--- config.mk ---
export PLATFORM = sky130hd
export DESIGN_NAME = rv_plic_engine
export DESIGN_NICKNAME = d
export VERILOG_FILES = /design/src/rtl/rv_plic_engine.sv
export SDC_FILE = /design/constraint.sdc
export NUM_CORES = 2
export LEC_CHECK = 0
export BUFFER_PORTS_ARGS = -buffer_cell sky130_fd_sc_hd__buf_2
export CAP_MARGIN = 40
export CORE_MARGIN = 1.5
export CORE_UTILIZATION = 56
export DETAILED_ROUTE_END_ITERATION = 8
export GPL_ROUTABILITY_DRIVEN = 1
export PLACE_DENSITY = 0.79
export REMOVE_ABC_BUFFERS = 1
export SYNTH_ARGS = -nofsm -noshare
export SYNTH_HDL_FRONTEND = slang
export SYNTH_SLANG_ARGS = --single-unit
--- constraint.sdc ---
create_clock -name clk_i -period 68.5 [get_ports clk_i]
set_input_delay 3.425 -clock clk_i [delete_from_list [all_inputs] [get_ports clk_i]]
set_output_delay 3.425 -clock clk_i [all_outputs]
set_load 0.02 [all_outputs]
--- src/rtl/rv_plic_engine.sv ---
// rv_plic_engine: per-source interrupt gateways (level/edge with edge counting, MSI injection)
// followed by per-target max-priority selection with registered irq outputs.
module rv_plic_engine #(
   parameter int NumSrc    = 64,
   parameter int NumTarget = 2,
   parameter int MaxPrio   = 7,
   parameter int EdgeCntW  = 4,
   parameter int PrioW     = $clog2(MaxPrio + 1),
   parameter int SrcW      = $clog2(NumSrc)
) (
   input  logic                        clk_i,
   input  logic                        rst_ni,
   input  logic [NumSrc-1:0]           src_i,
   input  logic [NumSrc-1:0]           le_i,
   input  logic                        msi_valid_i,
   input  logic [SrcW-1:0]             msi_id_i,
   input  logic [NumSrc*PrioW-1:0]     prio_i,
   input  logic [NumTarget*NumSrc-1:0] ie_i,
   input  logic [NumTarget*PrioW-1:0]  threshold_i,
   input  logic [NumTarget-1:0]        claim_i,
   input  logic [NumTarget-1:0]        complete_i,
   input  logic [NumTarget*SrcW-1:0]   complete_id_i,
   output logic [NumSrc-1:0]           ip_o,
   output logic [NumTarget-1:0]        irq_o,
   output logic [NumTarget*SrcW-1:0]   irq_id_o
);

   typedef enum logic [1:0] {IDLE, PEND, FLIGHT} gw_state_e;

   function automatic logic [EdgeCntW-1:0] cnt_sat_inc(input logic [EdgeCntW-1:0] v);
      return (&v) ? v : v + EdgeCntW'(1);
   endfunction

   logic [NumSrc-1:0]    src_q, le_q, ip, msi_hit, claim_hit, complete_hit;
   logic [NumTarget-1:0] irq_d, irq_p1;
   logic [SrcW-1:0]      irq_id_d  [NumTarget];
   logic [SrcW-1:0]      irq_id_p1 [NumTarget];

   always_ff @(posedge clk_i or negedge rst_ni) begin
      if (!rst_ni) begin
         src_q <= '0;
         le_q  <= '0;
      end else begin
         src_q <= src_i;
         le_q  <= le_i;
      end
   end

   // Source 0 is reserved: its MSI, claim and complete hits stay 0.
   always_comb begin
      msi_hit      = '0;
      claim_hit    = '0;
      complete_hit = '0;
      for (int s = 1; s < NumSrc; s++) begin
         msi_hit[s] = msi_valid_i && (msi_id_i == SrcW'(s));
         for (int t = 0; t < NumTarget; t++) begin
            if (claim_i[t] && (irq_id_p1[t] == SrcW'(s)))
               claim_hit[s] = 1'b1;
            if (complete_i[t] && (complete_id_i[t*SrcW +: SrcW] == SrcW'(s)))
               complete_hit[s] = 1'b1;
         end
      end
   end

   // Gateway stage: one IDLE/PEND/FLIGHT machine plus saturating event counter per source.
   for (genvar s = 0; s < NumSrc; s++) begin : g_gw
      gw_state_e           state_q, state_d;
      logic [EdgeCntW-1:0] cnt_q, cnt_d, cnt_inc;
      logic                edge_ev, ev, inc;

      assign edge_ev = src_i[s] & ~src_q[s];
      assign ev      = (s != 0) && ((le_i[s] ? edge_ev : src_i[s]) || msi_hit[s]);
      // A held level is not an event to count; MSIs are counted in either mode.
      assign inc     = le_i[s] ? ev : msi_hit[s];
      assign cnt_inc = inc ? cnt_sat_inc(cnt_q) : cnt_q;

      always_ff @(posedge clk_i or negedge rst_ni) begin
         if (!rst_ni) begin
            state_q <= IDLE;
            cnt_q   <= '0;
         end else begin
            state_q <= state_d;
            cnt_q   <= cnt_d;
         end
      end

      always_comb begin
         state_d = state_q;
         cnt_d   = cnt_q;
         case (state_q)
            IDLE: begin
               if (ev) state_d = PEND;
            end
            PEND: begin
               cnt_d = cnt_inc;
               if (claim_hit[s]) state_d = FLIGHT;
            end
            FLIGHT: begin
               cnt_d = cnt_inc;
               if (complete_hit[s]) begin
                  if (cnt_inc != '0) begin
                     state_d = PEND;
                     cnt_d   = cnt_inc - EdgeCntW'(1);
                  end else begin
                     state_d = IDLE;
                  end
               end
            end
            default: state_d = IDLE;
         endcase
         // Switching a source back to level mode discards any queued edges.
         if (le_q[s] && !le_i[s]) cnt_d = '0;
      end

      assign ip[s] = (state_q == PEND);
   end

   // Selection stage: highest priority above threshold, ascending scan keeps the lowest ID on ties.
   always_comb begin
      logic [PrioW-1:0] best;
      logic [PrioW-1:0] p;
      irq_d = '0;
      best  = '0;
      p     = '0;
      for (int t = 0; t < NumTarget; t++) begin
         best         = '0;
         irq_id_d[t]  = '0;
         for (int s = 0; s < NumSrc; s++) begin
            p = prio_i[s*PrioW +: PrioW];
            if (ip[s] && ie_i[t*NumSrc + s] && (p > threshold_i[t*PrioW +: PrioW]) && (p > best)) begin
               best        = p;
               irq_id_d[t] = SrcW'(s);
            end
         end
         irq_d[t] = (best != '0);
      end
   end

   // Output register stage.
   always_ff @(posedge clk_i or negedge rst_ni) begin
      if (!rst_ni) begin
         irq_p1 <= '0;
         for (int t = 0; t < NumTarget; t++) irq_id_p1[t] <= '0;
      end else begin
         irq_p1    <= irq_d;
         irq_id_p1 <= irq_id_d;
      end
   end

   assign ip_o  = ip;
   assign irq_o = irq_p1;
   for (genvar t = 0; t < NumTarget; t++) begin : g_id_out
      assign irq_id_o[t*SrcW +: SrcW] = irq_id_p1[t];
   end

endmodule

# After elaboration in Yosys (flattened, before gate mapping)
# Cells that the tools add are included.
dict set report classes {
  eq_ne 630
  bitwise 126
  muxes 1323
  addsub 126
  n_reduce_logical 1199
  order_cmp 251
}
# operator n
set op_table {}
lappend op_table {{$mux W4} 315}
lappend op_table {{$eq A6 B6 Y1 const B} 160}
lappend op_table {{$logic_and A1 B1 Y1} 756}
lappend op_table {{$gt A3 B3 Y1} 250}
lappend op_table {{$mux W6} 124}
lappend op_table {{$pmux W4 S2} 63}
lappend op_table {{$eq A6 B5 Y1 const B} 80}
lappend op_table {{$mux W1} 443}
lappend op_table {{$mux W2} 189}
lappend op_table {{$mux W3} 126}
lappend op_table {{$pmux W2 S3} 63}
lappend op_table {{$add A4 B1 Y4 const B} 63}
lappend op_table {{$ne A2 B2 Y1 const B} 126}
lappend op_table {{$reduce_and A4 Y1} 63}
lappend op_table {{$reduce_bool A4 Y1} 63}
lappend op_table {{$sub A4 B1 Y4 const B} 63}
lappend op_table {{$eq A6 B4 Y1 const B} 40}
lappend op_table {{$reduce_bool A3 Y1} 65}
lappend op_table {{$reduce_and A3 Y1} 63}
lappend op_table {{$eq A2 B1 Y1 const B} 63}
lappend op_table {{$eq A2 B2 Y1 const B} 63}
lappend op_table {{$logic_not A2 Y1} 63}
lappend op_table {{$ne A2 B1 Y1 const B} 63}
lappend op_table {{$eq A6 B3 Y1 const B} 20}
lappend op_table {{other kinds (7)} 268}
dict set report totals {
  output_inout_bits 78
  in_bits 479
  regBits 520
  elab_cells 3786
}

# Depth between registers and ports, before layout
dict set report logic_depth {
  ltp_word 192
  ltp_mapped 430
  ltp_nobuf 430
}

# Least setup slack after synthesis
# OpenSTA, ideal clock, no wires.
dict set report synth_timing {
  path_kind {in2reg}
  startpoint {input threshold_i[5]}
  endpoint {register irq_id_p1 (netlist bit irq_id_o[9])}
  path_stages 412
  n_path_buf 0
  setup_ps 78
  required_time_ps 68422
  arrival_time_ps 79461
  setup_slack_ps -11039
  path_cell_list {inv_1 ha_1 nand3_1 nand3_1 nor2_1 nand2_1 ha_1 nand3b_1 a22o_1 nor3_1 nor2_1 ha_1 a21oi_1 a22o_1 nor2_2 nor2_1 a21oi_1 ha_1 [... 376 more ...] nor2_1 nor2_1 a221o_1 a21boi_1 nand2_1 o31ai_1 ha_1 nand3_1 nand4_1 nor3_1 mux2_2 ha_1 nand3_1 nand4_1 nor3_1 nor2_1 nand3_1 o21bai_1}
}
# item line
set synth_lines {}
lappend synth_lines {{from (decl)} 19} ;# input logic [NumTarget*PrioW-1:0] threshold_i,
lappend synth_lines {{to (signal assigned)} 146} ;# irq_id_p1 <= irq_id_d;
lappend synth_lines {{to (decl)} 37} ;# logic [SrcW-1:0] irq_id_p1 [NumTarget];

==> impl_metrics.csv <==
group,metric,value,unit
status,status,"complete, but fails checks",
status,violations,"negative setup slack",
critical_path,r2r_cells,418,
sta,finalCritPeriodShare,113,%
clock_network,cts_root_buf,"clkbuf_16",
sta,min_period,77500,ps
clock_network,cts_inserted_buffers,56,
cells_and_area,final_cell_area,76400,um2
critical_path,end_kind,"flip-flop",
yosys,async_reset_ff_share,100,%
cells_and_area,multi_input_comb_area,47900,um2
critical_path,cp.arrival,78000,ps
clock_network,cts_tree,"done",
route,wl_per_cell,21.4,um
floorplanning,die-area,110000,um2
place,placed_area,69800,um2
route,wirelength,228,mm
pwr,clockPowerShare,9.2,%
yosys,synth_warnings,0,
cells_and_area,final_layout_size_suffix_gt1_share,24.7,%
route,drc,0,
run,cap_viol_max_count,0,
sta,fmax,12.9,MHz
grt,grt_start_max_net_pins,143,
floorplanning,row_count,120,
sta,rsz0062_at_grt,"true",
cells_and_area,fin_util,71.3,%
place,pre_cts_ws,-14780,ps
route,drt_pre_antenna_iters,8,
pwr,p_comb_share,75.3,%
route,antenna_left,0,
route,drtIter0Drc,6325,
min_path,hold_path_class,"reg2reg",
critical_path,cp_max_fo,5,
clock_network,htreeDepth,2,
clock_network,path_clk_slew,60,ps
cells_and_area,fillers,8439,
cells_and_area,seqCellArea,13000,um2
clock_network,ctsLongestPathBuffers,3,
route,vias,68200,
critical_path,cp_slowest_cell,"or4b_4",
pwr,p_int,1.76,mW
yosys,netlist.area_leader.share,21.4,%
place,portBuffers,548,
yosys,synth.distinct_cells,121,
floorplanning,start_util,56.6,%
yosys,syn_area_per_cell,7.81,um2
min_path,min_path_cells,1,
grt,antenna_found_initial,85,
yosys,yosys.area.top_type,"dfrtp_1",
yosys,yosys_register_bits,518,
critical_path,slowest_delay,550,ps
yosys,synth-edff-count,0,
floorplanning,io_pins,557,
pwr,p_total,3.43,mW
pwr,irDropWorstVdd,32.7,uV
critical_path,critPathRequiredTime,69000,ps
floorplanning,die_h,332,um
floorplanning,die-width,332,um
yosys,synthTopCellsByArea,"dfrtp_1, ha_1, nand2_1",
cells_and_area,syn2layout_area_growth,26.0,%
pwr,swShare,48.7,%
sta,fin_setup_tns,-115460,ps
sta,hold_viol,0,
sta,setup_ws,-9000,ps
clock_network,worstSkewPairLatency,650,ps
critical_path,setup.worst_path.start_class,"input pin",
route,viasPerCell,6.40,
pwr,p_leak,36.2,nW
clock_network,ctsHoldBuffers,0,
sta,setup_viol_count_final,14,
yosys,synth_ff_type,"dfrtp_1",
place,dp_hpwl,178,mm
grt,grt_usage,38.4,%
pwr,p_switching,1.67,mW
place,gp_congestion,1.02,
sta,slew-limit-headroom,10.4,%
sta,worstMarginPinSlew,1330,ps
clock_network,cts_sinks,518,
sta,drv_slew,0,
yosys,syn_area,60600,um2
cells_and_area,fin_nets,10400,
yosys,ys_seq_area_share,21.4,%
critical_path,critical_path_class,"in2reg",
grt,overflow,0,
sta,finClkSkew,29.8,ps
pwr,p_seq_share,15.5,%
grt,grt_pass1_wl,341,mm
grt,grt_pass1_vias,63600,
floorplanning,core,107000,um2
yosys,syn_inst,7769,
pwr,powerDensity,44.9,nW/um2
==> critical path: cells and delay by family <==
kind,cells,cell delay (ps)
fa+ha+maj,88,24730
compound gates,149,24380
simple gates,153,18700
mux,17,5330
buf+inv,12,1340
==> cell usage after synthesis, drive strengths merged, types with 74 or more instances <==
cell and n:
a211oi 94, a21o 223, a21oi 542, a311oi 180, a31oi 101, and2 144, and3 80, clkbuf 83
dfrtp 518, ha 767, inv 490, mux2 94, mux2i 179, nand2 1055, nand2b 110, nand3 245
nand3b 101, nand4 167, nor2 627, nor2b 171, nor3 153, o21a 74, o21ai 374, o22ai 91
o31ai 104, xor2 189
==> power groups by stage <==
stage / Clock (mW) / Sequential, mW / Combinational [mW]
3_3_place_gp: 0 / 0.523 / 2.05
2_1_floorplan: 0 / 0.501 / 1.35
4_1_cts: 0.319 / 0.526 / 2.19
6_report: 0.316 / 0.531 / 2.58
5_1_grt: 0.331 / 0.544 / 2.80
3_5_place_dp: 0 / 0.528 / 2.12
==> final cells by class <==
type | instances | area share [%]
diodes | 53 | 0.174
repair buffers | 1484 | 13.0
flip-flops and latches | 518 | 17.0
multi-input cells | 6606 | 62.7
clock buffers | 86 | 2.25
clock inverters | 19 | 0.262
well taps | 1403 | 2.30
inverters | 490 | 2.42
==> metal layers <==
| layer | routed length (um) | global-route usage [%] | vias up | part of all wire [%] |
|---|---|---|---|---|
| met5 | 408 | 0 | - | 0.18 |
| met4 | 16500 | 24.4 | 60 | 7.2 |
| met3 | 22300 | 8.21 | 796 | 9.8 |
| met2 | 101000 | 61.2 | 3222 | 44 |
| met1 | 87800 | 47.2 | 32400 | 38 |
| li1 | - | - | 31800 | - |
==> state kept, by name, summed over array words and instances (netlist names) <==
register	cells
g_gw.cnt_q	252
g_gw.state_q	126
le_q	63
src_q	63
irq_id_o	12
irq_o	2
==> per-stage QoR <==
| stage | std cells | hold WS, ps |
|---|---|---|
| after floorplan | 7614 | 449 |
| after global placement | 10300 | 465 |
| after detailed placement | 10300 | 470 |
| after CTS | 10500 | 484 |
| after global routing | 10600 | 508 |
| final | 10700 | 484 |
==> worst paths after layout <==
| kind | start | endpoint | slack, ps |
|---|---|---|---|
| setup reg to reg | g_gw[1].state_q[1] | irq_id_o[9] | -6230 |
| setup / recovery | prio_i[5] | irq_id_o[9] | -9000 |
| hold reg to reg | g_gw[22].state_q[0] | g_gw[22].state_q[0] | 480 |
| max in group asynchronous | rst_ni | irq_id_o[0] | 63590 |
| min in group asynchronous | rst_ni | src_q[5] | 2780 |
| hold / removal | g_gw[22].state_q[0] | g_gw[22].state_q[0] | 480 |
==> layout by cell type (no fill, tap or decap), types with 42 or more instances in the layout <==
cell,instances
nand2_1,1025
buf_4,911
ha_1,715
buf_2,550
nor2_1,532
dfrtp_1,518
a21oi_1,494
inv_1,478
o21ai_0,290
nand3_1,228
a21o_1,222
xor2_1,189
mux2i_1,175
a311oi_1,172
nor2b_1,168
nand4_1,167
nor3_1,136
and2_1,130
nand2b_1,105
nand3b_1,101
o22ai_1,84
o31ai_1,81
a31oi_1,78
a211oi_1,76
and3_1,76
o21a_1,74
nor2_2,65
mux2_2,65
clkbuf_16,57
a21boi_0,55
o211ai_1,54
diode_2,53
o21ai_1,46
or3_1,45
ha_4,44
a22oi_1,43
a21oi_2,42
==> what timing repair did <==
item | 4_1_cts | 5_1_grt
pin swaps | 49 | 482
gates resized for setup | 144 | 548
setup endpoints to repair | 14 | 14
buffers inserted | 97 | 124
gates cloned | 0 | 0
==> cells by family (layout without fill, tap and decap cells) <==
logic type                 after synthesis  after routing  share of synthesized area [%]
adders and majority gates              808            808                           16.5
xor gates and xnor gates               190            190                           2.74
muxes                                  273            273                           4.73
AOI/OAI and AO/OA                     2328           2328                           26.5
other                                    1             54                        0.00618
buffers and inverters                  645           2079                           4.39
and+or+nand+nor                       3006           3006                           23.8
DFF                                    518            518                           21.4
No activity file was read; power rests on OpenSTA's default activity.
